`config.mk`:
```
export PLATFORM = sky130hd
export DESIGN_NAME = mem_arbiter
export DESIGN_NICKNAME = d
export VERILOG_FILES = /design/src/rtl/mem_arb_pkg.sv /design/src/rtl/arb_age_counter.sv /design/src/rtl/mem_arbiter.sv
export SDC_FILE = /design/constraint.sdc
export NUM_CORES = 1
export LEC_CHECK = 0
export ABC_AREA = 1
export CORE_AREA = 2 2 119 121
export DETAILED_ROUTE_END_ITERATION = 8
export DIE_AREA = 0 0 121 123
export MAX_ROUTING_LAYER = met4
export REMOVE_ABC_BUFFERS = 1
export SLEW_MARGIN = 0
export SYNTH_ARGS = -nofsm -noshare
export SYNTH_HDL_FRONTEND = slang
export SYNTH_SLANG_ARGS = --single-unit
```
`constraint.sdc`:
```
create_clock -name clk -period 6.95 [get_ports clk]
set_clock_uncertainty 0.2 [all_clocks]
set_input_delay 2.085 -clock clk [delete_from_list [all_inputs] [get_ports clk]]
set_output_delay 2.085 -clock clk [all_outputs]
set_load 0.02 [all_outputs]
```
`src/rtl/mem_arb_pkg.sv`:
```
// Shared types and defaults for the two-port data-memory arbiter.
package mem_arb_pkg;

    localparam int unsigned DEF_AW       = 32;
    localparam int unsigned DEF_DW       = 32;
    localparam int unsigned DEF_MAX_WAIT = 8;
    localparam int unsigned CNT_W        = 8;

    typedef enum logic [1:0] {
        IDLE = 2'd0,
        OWN0 = 2'd1,
        OWN1 = 2'd2
    } arb_state_t;

    typedef enum logic {
        PORT0 = 1'b0,
        PORT1 = 1'b1
    } port_id_t;

endpackage

```
`src/rtl/arb_age_counter.sv`:
```
// Saturating count of consecutive cycles port 1 has been refused.
module arb_age_counter
    import mem_arb_pkg::*;
#(
    parameter int unsigned MAX_WAIT = DEF_MAX_WAIT
) (
    input  logic clk,
    input  logic rst,
    input  logic inc,
    input  logic clr,
    output logic sat
);

    logic [CNT_W-1:0] wait_cnt;

    assign sat = (wait_cnt == CNT_W'(MAX_WAIT));

    always_ff @(posedge clk) begin
        if (rst) begin
            wait_cnt <= '0;
        end else if (clr) begin
            wait_cnt <= '0;
        end else if (inc && !sat) begin
            wait_cnt <= wait_cnt + CNT_W'(1);
        end
    end

endmodule

```
`src/rtl/mem_arbiter.sv`:
```
// Two-port arbiter in front of a single-port synchronous data RAM.
// ARB_RR_EN selects round-robin contention resolution instead of fixed priority.
module mem_arbiter
    import mem_arb_pkg::*;
#(
    parameter int unsigned AW       = DEF_AW,
    parameter int unsigned DW       = DEF_DW,
    parameter int unsigned MAX_WAIT = DEF_MAX_WAIT
) (
    input  logic          clk,
    input  logic          rst,
    input  logic          req0,
    input  logic          we0,
    input  logic          lock0,
    input  logic [AW-1:0] addr0,
    input  logic [DW-1:0] wdata0,
    output logic          gnt0,
    output logic          rvalid0,
    output logic [DW-1:0] rdata0,
    input  logic          req1,
    input  logic          we1,
    input  logic          lock1,
    input  logic [AW-1:0] addr1,
    input  logic [DW-1:0] wdata1,
    output logic          gnt1,
    output logic          rvalid1,
    output logic [DW-1:0] rdata1,
    output logic          mem_en,
    output logic          mem_we,
    output logic [AW-1:0] mem_addr,
    output logic [DW-1:0] mem_wdata,
    input  logic [DW-1:0] mem_rdata
);

    arb_state_t state;
    arb_state_t state_nxt;
    logic       age_sat;
    logic       sel1;
    logic       rd_valid;
    port_id_t   rd_tag;

    arb_age_counter #(
        .MAX_WAIT (MAX_WAIT)
    ) u_age (
        .clk (clk),
        .rst (rst),
        .inc (req1 & ~gnt1),
        .clr (gnt1 | ~req1),
        .sat (age_sat)
    );

`ifdef ARB_RR_EN
    port_id_t last_gnt;

    // Reset to port 1 so port 0 takes the first contended slot.
    always_ff @(posedge clk) begin
        if (rst) begin
            last_gnt <= PORT1;
        end else if (gnt0) begin
            last_gnt <= PORT0;
        end else if (gnt1) begin
            last_gnt <= PORT1;
        end
    end

    assign sel1 = (last_gnt == PORT0) || age_sat;
`else
    assign sel1 = age_sat;
`endif

    always_ff @(posedge clk) begin
        if (rst) begin
            state <= IDLE;
        end else begin
            state <= state_nxt;
        end
    end

    // Ownership ends on an unlocked grant or when the owner stops requesting.
    always_comb begin
        state_nxt = state;
        case (state)
            IDLE: begin
                if (gnt0 && lock0) begin
                    state_nxt = OWN0;
                end else if (gnt1 && lock1) begin
                    state_nxt = OWN1;
                end
            end
            OWN0:    if (!req0 || !lock0) state_nxt = IDLE;
            OWN1:    if (!req1 || !lock1) state_nxt = IDLE;
            default: state_nxt = IDLE;
        endcase
    end

    always_comb begin
        gnt0 = 1'b0;
        gnt1 = 1'b0;
        if (!rst) begin
            case (state)
                IDLE: begin
                    if (req0 && req1) begin
                        gnt1 = sel1;
                        gnt0 = ~sel1;
                    end else begin
                        gnt0 = req0;
                        gnt1 = req1;
                    end
                end
                OWN0:    gnt0 = req0;
                OWN1:    gnt1 = req1;
                default: ;
            endcase
        end

        mem_en    = gnt0 | gnt1;
        mem_we    = (gnt0 & we0) | (gnt1 & we1);
        mem_addr  = gnt1 ? addr1  : (gnt0 ? addr0  : '0);
        mem_wdata = gnt1 ? wdata1 : (gnt0 ? wdata0 : '0);
        rdata0    = rvalid0 ? mem_rdata : '0;
        rdata1    = rvalid1 ? mem_rdata : '0;
    end

    // Remember which port owns the read data returning next cycle.
    always_ff @(posedge clk) begin
        if (rst) begin
            rd_valid <= 1'b0;
            rd_tag   <= PORT0;
        end else begin
            rd_valid <= (gnt0 & ~we0) | (gnt1 & ~we1);
            rd_tag   <= gnt1 ? PORT1 : PORT0;
        end
    end

    assign rvalid0 = rd_valid && (rd_tag == PORT0);
    assign rvalid1 = rd_valid && (rd_tag == PORT1);

endmodule

```
[Word-level counts from Yosys, hierarchy flattened]
Cells that the tools add are included.
Word-level totals
  register bits after elaboration: 12
  input bits: 168
  output and inout port bits: 134
  word-level logic and storage cells: 60
Operators by class
  add/sub/neg operators: 1
  equal/unequal tests: 6
  multiplexer cells: 18
  bitwise operators: 15
  reduce and logical (&&, ||, !) cells: 16
Operators by type and width (number)
  $mux W32: 6
  $add A8 B1 Y8 const B: 1
  $eq A8 B4 Y1 const B: 1
  $mux W2: 4
  $logic_and A1 B1 Y1: 6
  $not A1 Y1: 6
  $pmux W2 S3: 1
  $and A1 B1 Y1: 5
  $logic_not A1 Y1: 5
  $mux W1: 5
  $ne A2 B2 Y1 const B: 2
  $or A1 B1 Y1: 4
  $pmux W1 S2: 2
  $ne A3 B3 Y1 const B: 1
  $reduce_and A3 Y1: 1
  $eq A2 B1 Y1 const B: 1
  $eq A2 B2 Y1 const B: 1
  $logic_not A2 Y1: 1
  $logic_or A1 B1 Y1: 2
  $reduce_or A2 Y1: 1

[Logic depth before layout (Yosys ltp)]
Gate-level depths: netlist (run 1).
  depth in word-level cells: 8
  depth in mapped cells: 11

[By module]
A second synthesis (run 1) with hierarchy kept.
Unflattened totals
  cell total of the unflattened synthesis: 441
  area total of the unflattened synthesis: 2267.2 sq um
Modules (own cells, without submodules)
  mem_arbiter: instances 1, cells each 368, area each 1795.5 sq um
  arb_age_counter: instances 1, cells each 73, area each 471.7 sq um

[Worst setup path after synthesis (run 1)]
No wires, ideal clock.
  kind: input port to output port
  start: input req1
  end: output mem_addr[13]
  arrival time: 3041 ps
  required time: 4665 ps
  path slack: 1624 ps
  stages: 8
  path through: buf_1 nand3b_1 nand2_2 inv_2 buf_6 buf_6 nand2_2 nand2_1
On the way
  word-level cells in the longest chain between the ends: 6
RTL lines
  from (decl): RTL line mem_arbiter.sv:20  | input logic req1,
  $logic_and A1 B1 Y1: RTL line mem_arbiter.sv:102  | if (req0 && req1) begin
  $mux W1: RTL line mem_arbiter.sv:102
  $pmux W1 S2: RTL line mem_arbiter.sv:100  | case (state)
  $mux W1: RTL line mem_arbiter.sv:99  | if (!rst) begin
  $mux W32: RTL line mem_arbiter.sv:118  | mem_addr = gnt1 ? addr1 : (gnt0 ? addr0 : '0);
  $mux W32 (*): RTL line mem_arbiter.sv:118
  to (decl): RTL line mem_arbiter.sv:30  | output logic [AW-1:0] mem_addr,
Mark *: on every way between the ends. The rest lies on a longest branch, timed or not.

[Final worst setup path (run 1)]
  start: input req0
  end: output mem_wdata[2]
On the way
  word-level cells in the longest chain between the ends: 6
RTL lines
  from (decl): RTL line mem_arbiter.sv:12  | input logic req0,
  $logic_and A1 B1 Y1: RTL line mem_arbiter.sv:102
  $mux W1: RTL line mem_arbiter.sv:102
  $pmux W1 S2: RTL line mem_arbiter.sv:100
  $mux W1: RTL line mem_arbiter.sv:99
  $mux W32: RTL line mem_arbiter.sv:119  | mem_wdata = gnt1 ? wdata1 : (gnt0 ? wdata0 : '0);
  $mux W32 (*): RTL line mem_arbiter.sv:119
  to (decl): RTL line mem_arbiter.sv:31  | output logic [DW-1:0] mem_wdata,
Marks and branches as above.

==> impl_summary.log, run 1 <==
INFO  metric numCtsBuffers = 3
INFO  metric drive_above_1_share = under 10%
INFO  metric outcome = finished clean
INFO  metric internal_power = 0.312 mW
INFO  metric endpoints_failing_hold = 0
INFO  metric routed_antenna_nets = 0
INFO  metric synthCells = between 400 and 500
INFO  metric core_area = roughly 0.014 mm²
INFO  metric most-common-layout-cells = sky130_fd_sc_hd__clkdlybuf4s50_1 (301), sky130_fd_sc_hd__nand2_1 (210), sky130_fd_sc_hd__nor2_1 (73), sky130_fd_sc_hd__inv_1 (50), sky130_fd_sc_hd__dfxtp_1 (12)
INFO  metric clock_latency = about 0.24 ns
INFO  metric die_h = approximately 120 µm
INFO  metric rsz0062_at_grt = false
INFO  metric synth_seq_area_share = roughly an eighth
INFO  metric final-setup-viol-count = 0
INFO  metric cts_repair_resize_count = 0
INFO  metric design.portCount = approximately 300
INFO  metric timing.slew.headroom = about a quarter
INFO  metric syn_avg_cell_area = ~4.7 µm²
INFO  metric ir_drop_worst_case_vdd = between 90 and 100 µV
INFO  metric grt_antenna_before_repair = 1
INFO  metric pwr-share-comb = about three fifths
INFO  metric power.static_leakage = approximately 2.4 nW
INFO  metric floorplan.die_area = 0.0149 mm²
INFO  metric ys_warn_count = 0
INFO  metric design.final.nets = 875
INFO  metric critical_path_arrival = slightly above 4 ns
INFO  metric first_iter_violations = about 150
INFO  metric cpMaxStageDelayCell = sky130_fd_sc_hd__clkdlybuf4s50_1
INFO  metric num_vias = 3,338
INFO  metric power.sequential.fraction = between 10% and 20%
INFO  metric ff_latch_area = between 200 and 250 µm²
INFO  metric gp_routability_congestion = ~0.78
INFO  metric yosys_register_bits = 12
INFO  metric power.density = approximately 90 mW/mm²
INFO  metric timing_worst_slew_pin_value = 1.12 ns
INFO  metric route.detailed.vias_per_inst = about 3.8
INFO  metric finalPower = approximately 0.46 mW
INFO  metric overflow = 0
INFO  metric timing.final.max_slew_violations = 0
INFO  metric drv_cap = 0
INFO  metric mostFrequentLayoutCell = sky130_fd_sc_hd__clkdlybuf4s50_1
INFO  metric startpoint_type = primary input
INFO  metric maxClockFrequency = around 160 MHz
INFO  metric root_buffer = sky130_fd_sc_hd__clkbuf_16
INFO  metric power.clock.fraction = around a quarter
INFO  metric level_count_of_the_clock_h_tree = 1
INFO  metric min_period = about 6.4 ns
INFO  metric row_count = 43
INFO  metric final_critical_path_setup_slack = about 0.53 ns
INFO  metric crit_type = primary input to primary output
INFO  metric tritoncts = built
INFO  metric dr.pass1.iters = 4
INFO  metric finalCoreUtilization = 38.1%
INFO  metric postCtsHoldBufs = 0
INFO  metric clock_pin_slew_of_the_registers_on_the_worst_case_setup_and_hold_paths = around 0.04 ns
INFO  metric switching_share = about a third
INFO  metric start_util = 14.3%
INFO  metric post_cts_buffers = 0
INFO  metric post_synth_num_cell_types = 22
INFO  metric crit_path_cell_trace = clkdlybuf4s50_1 -> inv_1 -> nor3_1 -> nand2_2 -> inv_2 -> buf_12 -> nand2_1 -> nand2_1 -> clkdlybuf4s50_1
INFO  metric timing.final.crit_share = 92.4%
INFO  metric die_width = around 120 µm
INFO  metric dp_hpwl = around 9900 µm
INFO  metric holdCritPathClass = flop to flop
INFO  metric grt_start_max_net_pins = between 40 and 50
INFO  metric timing.setup.tns = 0 ns
INFO  metric power.switching = between 0.1 and 0.15 mW
INFO  metric first_pass_grt_wire_length = ~16,000 µm
INFO  metric cts_buffer_depth = 2
INFO  metric fin_hold_ws = a little under 0.3 ns
INFO  metric post_drt_wl_per_cell = 13.4 µm
INFO  metric synthesis.area = a little under 0.002 mm²
INFO  metric routed_wl = approximately 12,000 µm
INFO  metric nFillCells = 1,465
INFO  metric place_worst_setup_slack = 0.522 ns
INFO  metric total_number_of_clock_tree_sinks = 12
INFO  metric timing.critical_path.fanout_max = 45
INFO  metric first_global_vias = 2,969
INFO  metric remaining_drc_errors = 0
INFO  metric syn2layout_area_growth = 166%
INFO  metric io_buffer_count = 301
INFO  metric crit_path_max_incr_delay = 0.61 ns
INFO  metric required_time_of_the_worst_setup_path = 4.66 ns
INFO  metric grt_util_all_layers = 14.3%
INFO  metric area_of_the_multi_input_gates = about 0.0014 mm²
INFO  metric worst_setup_path_end_kind = primary output
-- power by group through the flow --
stage,registers [mW],logic [mW],clock network [mW]
floorplan,0.0726,0.0908,0
finish,0.0717,0.271,0.118
global route,0.0718,0.290,0.124
detailed placement,0.0729,0.272,0
global placement,0.0729,0.272,0
CTS,0.0716,0.274,0.120
-- path summary, 6_finish.rpt --
kind,startpoint,to,slack [ns],depth (start not counted)
min reg2reg,u_age.wait_cnt[7],u_age.wait_cnt[7],0.29,2
max reg2reg,u_age.wait_cnt[0],u_age.wait_cnt[6],5.00,9
min,u_age.wait_cnt[7],u_age.wait_cnt[7],0.29,2
max,req0,mem_wdata[2],0.53,9
-- cells in the mapped netlist (all sizes together) --
master	n	area, µm²
o21ai	1	5.00
ha	2	25.0
xor2	2	17.5
nand4	9	56.3
inv	53	199
o22ai	1	6.26
clkbuf	7	26.3
nor2	74	280
nand3b	2	15.0
a21oi	8	40.0
dfxtp	12	240
nand2	221	857
nand3	6	35.0
nor3	1	5.00
xnor2	1	8.76
buf	15	136
-- stage by stage --
stage          instance area (µm²)  instances
6_report                      5190        885
3_5_place_dp                  5100        880
2_1_floorplan                 1790        393
4_1_cts                       5190        884
3_3_place_gp                  5100        880
5_1_grt                       5190        885
-- final cells by class --
cell class	count	area share, %
sequential	12	4.63
tap	180	4.34
multi-input combinational	328	26.0
timing repair buffer	307	59.4
antenna	1	0.0482
inverter	53	3.83
clock buffer	4	1.71
-- critical path: cells and delay by family --
kind                   cells  cell delay, ns
buffers and inverters      5            1.55
AND/OR/NAND/NOR            4            0.47
-- sequential cells by signal (all words and copies together), names as in the netlist --
name / count
state: 2
rd_valid: 1
u_age.wait_cnt: 8
rd_tag: 1
-- kinds of logic (layout without fill, tap and decap cells) --
group | after synthesis | in the layout | synth area share, %
and+or+nand+nor | 313 | 313 | 63.9
buffers and inverters | 75 | 364 | 18.5
DFF | 12 | 12 | 12.3
AOI/OAI and AO/OA | 10 | 10 | 2.63
xor gates and xnor gates | 3 | 3 | 1.35
adders and majority gates | 2 | 2 | 1.28
other | 0 | 1 | 0
-- metal layers --
metal	up-vias	track usage (%)	part of all wire (%)
li1	1791	-	-
met1	1376	18.1	42
met2	158	23.1	47
met3	13	3.97	9.3
met4	0	2.47	1.5
met5	-	-	0
Note: power is estimated with default switching activity, not from simulation.
==> run 2, diff against run 1 <==
--- a/config.mk
+++ b/config.mk
@@ -9,6 +9,7 @@
 export CORE_AREA = 2 2 119 121
 export DETAILED_ROUTE_END_ITERATION = 8
 export DIE_AREA = 0 0 121 123
+export HOLD_SLACK_MARGIN = 0.05
 export MAX_ROUTING_LAYER = met4
 export REMOVE_ABC_BUFFERS = 1
 export SLEW_MARGIN = 0
==> results of run 2 <==
Final layout, timing and power as in run 1 (identical DEF).
==> edit 1: new RTL, settings of run 1 <==
Build with the macro `ARB_RR_EN` defined.
--- a/src/rtl/mem_arbiter.sv
+++ b/src/rtl/mem_arbiter.sv
@@ -2,2 +2,4 @@
 // ARB_RR_EN selects round-robin contention resolution instead of fixed priority.
+`define ARB_RR_EN
+
 module mem_arbiter
Behaviour: not the same (a bounded check fails within 4 cycles, from zero or initial values and one cycle with rst high).
==> edit 1 against run 1 <==
Utilization grew 0.19 points. Power grew 13%. Wire length shrank 3.5%. Sequential share of layout area grew 0.36 points. Clock power shrank 8%. Non-clock buffer count grew 1. Worst setup slack lost 0.17 ns. Synthesized area grew 1.6%. First-iteration DRC count grew 20%. Synthesized cell count grew 1.4%. Sequential cell count grew 1. Design area grew 0.51%. Largest cell class unchanged. Highest routed layer unchanged.
==> edit 1: results (changes against run 1) <==
clock-pin slew of the registers on the worst-case setup and hold paths 0.05 ns; P_leak 2.38 nW (was 2.39 nW); sequential share of the synthesized area 13.1% (was 12.3%); critical-path cell with the highest stage delay clkdlybuf4s50_1 (unchanged); Synth cell types 20 (was 22); DR iter-0 viols 183 (was 153); dominant synthesized flop cell dfxtp_1 (unchanged); Clock Tree Buf Depth 2 (unchanged); biggest registers after layout u_age.wait_cnt x8, state x2 (unchanged); Worst Path Max Fanout 67 (was 45); Worst-Skew Late Latency 0.24 ns (about the same); # diodes 0 (was 1); H-Tree Level Count 1 (unchanged); min-delay worst type flip-flop to flip-flop (unchanged); vias in the first global route 3092 (was 2969); number of buffers created by CTS 3 (unchanged); Placer Congestion 0.831 (was 0.784); clk root buf clkbuf_16 (unchanged); pin count of the biggest net entering global routing 68 (was 46); Ys Warns 0 (unchanged); Final nets 881 (was 875); maximum vdd drop 66.8 uV (was 94.4 uV); first-pass GRT wire length 16300 um (was 16400 um); largest cells by area after synthesis nand2_1 42%, nor2_1 14%, dfxtp_1 13% (was nand2_1 40%, nor2_1 14%, dfxtp_1 12%); CP delay by family, top buffers and inverters (unchanged); Largest stage delay, worst path around 0.6 ns; hold depth 2 (unchanged); outcome completed (unchanged); Internal 0.334 mW (was 0.312 mW); Routed WL per cell 12.9 um (was 13.4 um); Detailed Routing Iterations Pass 1 4 (unchanged); Resized cells post-CTS 0 (unchanged); detailed placer's ending HPWL 9460 um (was 9930 um); antenna violations before repair 0 (was 1); Global Route Usage Sum 14.1% (was 14.3%); postcts setup bufs 0 (unchanged); top post-synthesis cells by count 224 x nand2_1, 75 x nor2_1, 48 x inv_1 (was 210 x nand2_1, 73 x nor2_1, 50 x inv_1); IO buf count 301 (unchanged); share of layout cells above drive strength 1 2.39% (was 3.69%); ys async rst share 0% (unchanged); R2R depth 11 (was 9); Tightest Pin Transition 0.943 ns (was 1.12 ns); Vias 3458 (was 3338); max reg flops 8 (unchanged)
## edit 1: tightest hold or removal path, cell delays in order, from the launching register on
cell,delay (ns)
dfxtp_1,0.30
nand2_1,0.06
a21oi_1,0.05
## edit 1: worst paths after layout
path                      from                end  slack [ns]
max                       req0      mem_wdata[16]        0.36
min          u_age.wait_cnt[6]  u_age.wait_cnt[6]        0.26
max reg2reg  u_age.wait_cnt[0]  u_age.wait_cnt[6]        4.73
min reg2reg  u_age.wait_cnt[6]  u_age.wait_cnt[6]        0.26
## edit 1: cell families (layout without fill, tap and decap cells)
logic type	count (synthesis)	after routing	share of synthesized area [%]
compound gates	13	13	3.72
xor+xnor	3	3	1.32
fa+ha+maj	2	2	1.26
buf+inv	74	363	17.9
flops	13	13	13.1
simple gates	316	316	62.7
## edit 1: cell type report
cell class	count	area (sq um)
Sequential cell	13	260
Clock buffer	3	75.1
Tap cell	180	225
Inverter	51	191
Fill cell	1451	8400
Clock inverter	1	5.00
Multi-Input combinational cell	334	1370
Timing Repair Buffer	308	3090
## edit 1: metal layers
| metal | up-vias | wire (um) | global-route usage [%] |
|---|---|---|---|
| li1 | 1812 | - | - |
| met1 | 1442 | 4510 | 16.6 |
| met2 | 200 | 5780 | 25.3 |
| met3 | 4 | 1110 | 3.55 |
| met4 | 0 | 48 | 1.16 |
| met5 | - | 0 | - |
## edit 1: power groups by stage
stage | Clock [mW] | Sequential, mW | Combinational (mW)
final | 0.109 | 0.0786 | 0.331
after global routing | 0.118 | 0.0789 | 0.355
after CTS | 0.113 | 0.0785 | 0.335
after detailed placement | 0 | 0.0800 | 0.333
after global placement | 0 | 0.0801 | 0.334
after floorplan | 0 | 0.0796 | 0.122
## edit 1: per-stage QoR
step | setup slack [ns] | cell area (sq um) | power (mW) | cells | util (%)
finish | 0.356 | 5220 | 0.518 | 890 | 38.3
global route | 0.156 | 5220 | 0.552 | 890 | 38.3
CTS | 0.338 | 5220 | 0.526 | 890 | 38.3
detailed placement | 0.345 | 5140 | 0.413 | 886 | 37.7
global placement | 0.336 | 5140 | 0.414 | 886 | 37.7
floorplan | 1.16 | 1820 | 0.201 | 398 | -
==> edit 2: new RTL, config.mk and constraints of run 1 <==
Without the edit above. Encoding of `arb_state_t`: now one-hot (3 bits for 3 states).
--- a/src/rtl/mem_arb_pkg.sv
+++ b/src/rtl/mem_arb_pkg.sv
@@ -8,6 +8,6 @@
 
-    typedef enum logic [1:0] {
-        IDLE = 2'd0,
-        OWN0 = 2'd1,
-        OWN1 = 2'd2
+    typedef enum logic [2:0] {
+        IDLE = 3'b001,
+        OWN0 = 3'b010,
+        OWN1 = 3'b100
     } arb_state_t;
Formal check against the unedited RTL: same outputs for any inputs over 10 cycles, from zero or initial values and one cycle with rst high; not proved beyond that.
==> edit 2 against run 1 <==
Clock power fell by 8%. Worst hold slack improved by 0.0066 ns. Sequential share of layout area rose by 0.31 points. Global-route usage fell by 1.1 points. Synthesized area rose by 4.9%. Worst setup slack got worse by 0.15 ns. Die area did not move. Wire length fell by 9.7%. Cell count fell by 0.34%. Design area rose by 1.4%. Power rose by 8.8%. Non-clock buffer count fell by 1. Sequential cell count rose by 1. Critical endpoint is now mem_wdata[12].
==> edit 2: results (changes against run 1) <==
Routed Wire Length 10700 um (was 11900 um); adder-cell share of the synthesized area 1.22% (was 1.28%); Synth cell types 27 (was 22); DR iter-0 viols 95 (was 153); Inst Count DP 878 (was 880); Compound-Gate Fraction of Synth Area 4.27% (was 2.63%); Final nets 873 (was 875); Via density 3.83 (was 3.77); share of layout cells above drive strength 1 7.12% (was 3.69%); Global Route Usage Sum 13.2% (was 14.3%); detailed placer's ending HPWL 9020 um (was 9930 um); NonClk Buf Share 58.4% (was 59.4%); Worst Path Max Fanout 27 (was 45); top post-synthesis cells by count 181 x nand2_1, 71 x nor2_1, 51 x inv_1 (was 210 x nand2_1, 73 x nor2_1, 50 x inv_1); maximum vdd drop 66.8 uV (was 94.4 uV); antenna violations before repair 0 (was 1); Repair and plain buffers 306 (was 307); Internal 0.328 mW (was 0.312 mW); WP data arrival 4.29 ns (was 4.14 ns); met2 Use GR 24.0% (was 23.1%); vias in the first global route 3141 (was 2969); Multi-In Gates 324 (was 328); IO buf count 301 (unchanged); fillers 1463 (was 1465); clock network area share 1.50% (was 1.71%); biggest registers after layout u_age.wait_cnt x8, state x3 (was u_age.wait_cnt x8, state x2); first-pass GRT wire length 15500 um (was 16400 um); XOR/XNOR share of the synthesized area 2.14% (was 1.35%); largest cells by area after synthesis nand2_1 33%, nor2_1 13%, dfxtp_1 13% (was nand2_1 40%, nor2_1 14%, dfxtp_1 12%); DP Area 5190 sq um (was 5100 sq um); Placer Congestion 0.794 (was 0.784); Fin. Hold Viols 0 (unchanged); met3 wire length 1040 um (was 1100 um); Routed WL per cell 12.1 um (was 13.4 um); dominant synthesized flop cell dfxtp_1 (unchanged); Syn Inst Count 412 (was 415); Detailed Routing Iterations Pass 1 4 (unchanged); Resized cells post-CTS 0 (unchanged); GR Util met3 2.86% (was 3.97%); sequential share of cell area 4.94% (was 4.63%); pin count of the biggest net entering global routing 68 (was 46); outcome completed (unchanged); # diodes 0 (was 1); Tightest Pin Transition 1.06 ns (was 1.12 ns); GR Util met1 15.4% (was 18.1%); sequential share of the synthesized area 12.7% (was 12.3%); Post-Route M1 WL 4270 um (was 4980 um); clk sinks 13 (was 12); Non-Filler Cell Area, Final 5270 sq um (was 5190 sq um); multi-input gate share of total cell area 26.9% (was 26.0%); P_leak 2.39 nW (about the same); WL met2 5310 um (was 5600 um); Inverters 55 (was 53)
-- edit 2: cell types whose count changed after synthesis, moves of 6 or more --
| cell | change |
|---|---|
| nand2_2 | +20 |
| nand3_1 | +6 |
| buf_6 | -8 |
| nand4_1 | -9 |
| nand2_1 | -29 |
-- edit 2: path summary, 6_finish.rpt --
check | startpoint | endpoint | slack [ns] | cells past startpoint
hold reg to reg | u_age.wait_cnt[1] | u_age.wait_cnt[1] | 0.30 | 2
setup / recovery | req1 | mem_wdata[12] | 0.38 | 10
hold / removal | u_age.wait_cnt[1] | u_age.wait_cnt[1] | 0.30 | 2
setup reg to reg | u_age.wait_cnt[0] | u_age.wait_cnt[0] | 4.88 | 9
-- edit 2: through the flow --
stage          utilization (%)  setup slack, ns  hold WS (ns)
2_1_floorplan                -             1.31         0.267
3_3_place_gp              38.1            0.370         0.280
3_5_place_dp              38.1            0.367         0.290
4_1_cts                   38.7            0.362         0.298
5_1_grt                   38.7            0.201         0.341
6_report                  38.7            0.380         0.298
-- edit 2: power groups by stage --
stage | logic, mW | clock network [mW] | registers (mW)
final | 0.315 | 0.108 | 0.0785
after floorplan | 0.117 | 0 | 0.0795
after CTS | 0.319 | 0.110 | 0.0784
after global placement | 0.318 | 0 | 0.0798
after global routing | 0.338 | 0.115 | 0.0786
after detailed placement | 0.317 | 0 | 0.0799
-- edit 2: worst max-delay path, stage by stage --
cell	delay, ns
clkdlybuf4s50_1	0.47
inv_1	0.13
o21ai_2	0.07
a21boi_2	0.17
nand2_4	0.09
inv_4	0.27
buf_12	0.23
nand2_2	0.05
nand2_1	0.07
clkdlybuf4s50_1	0.62
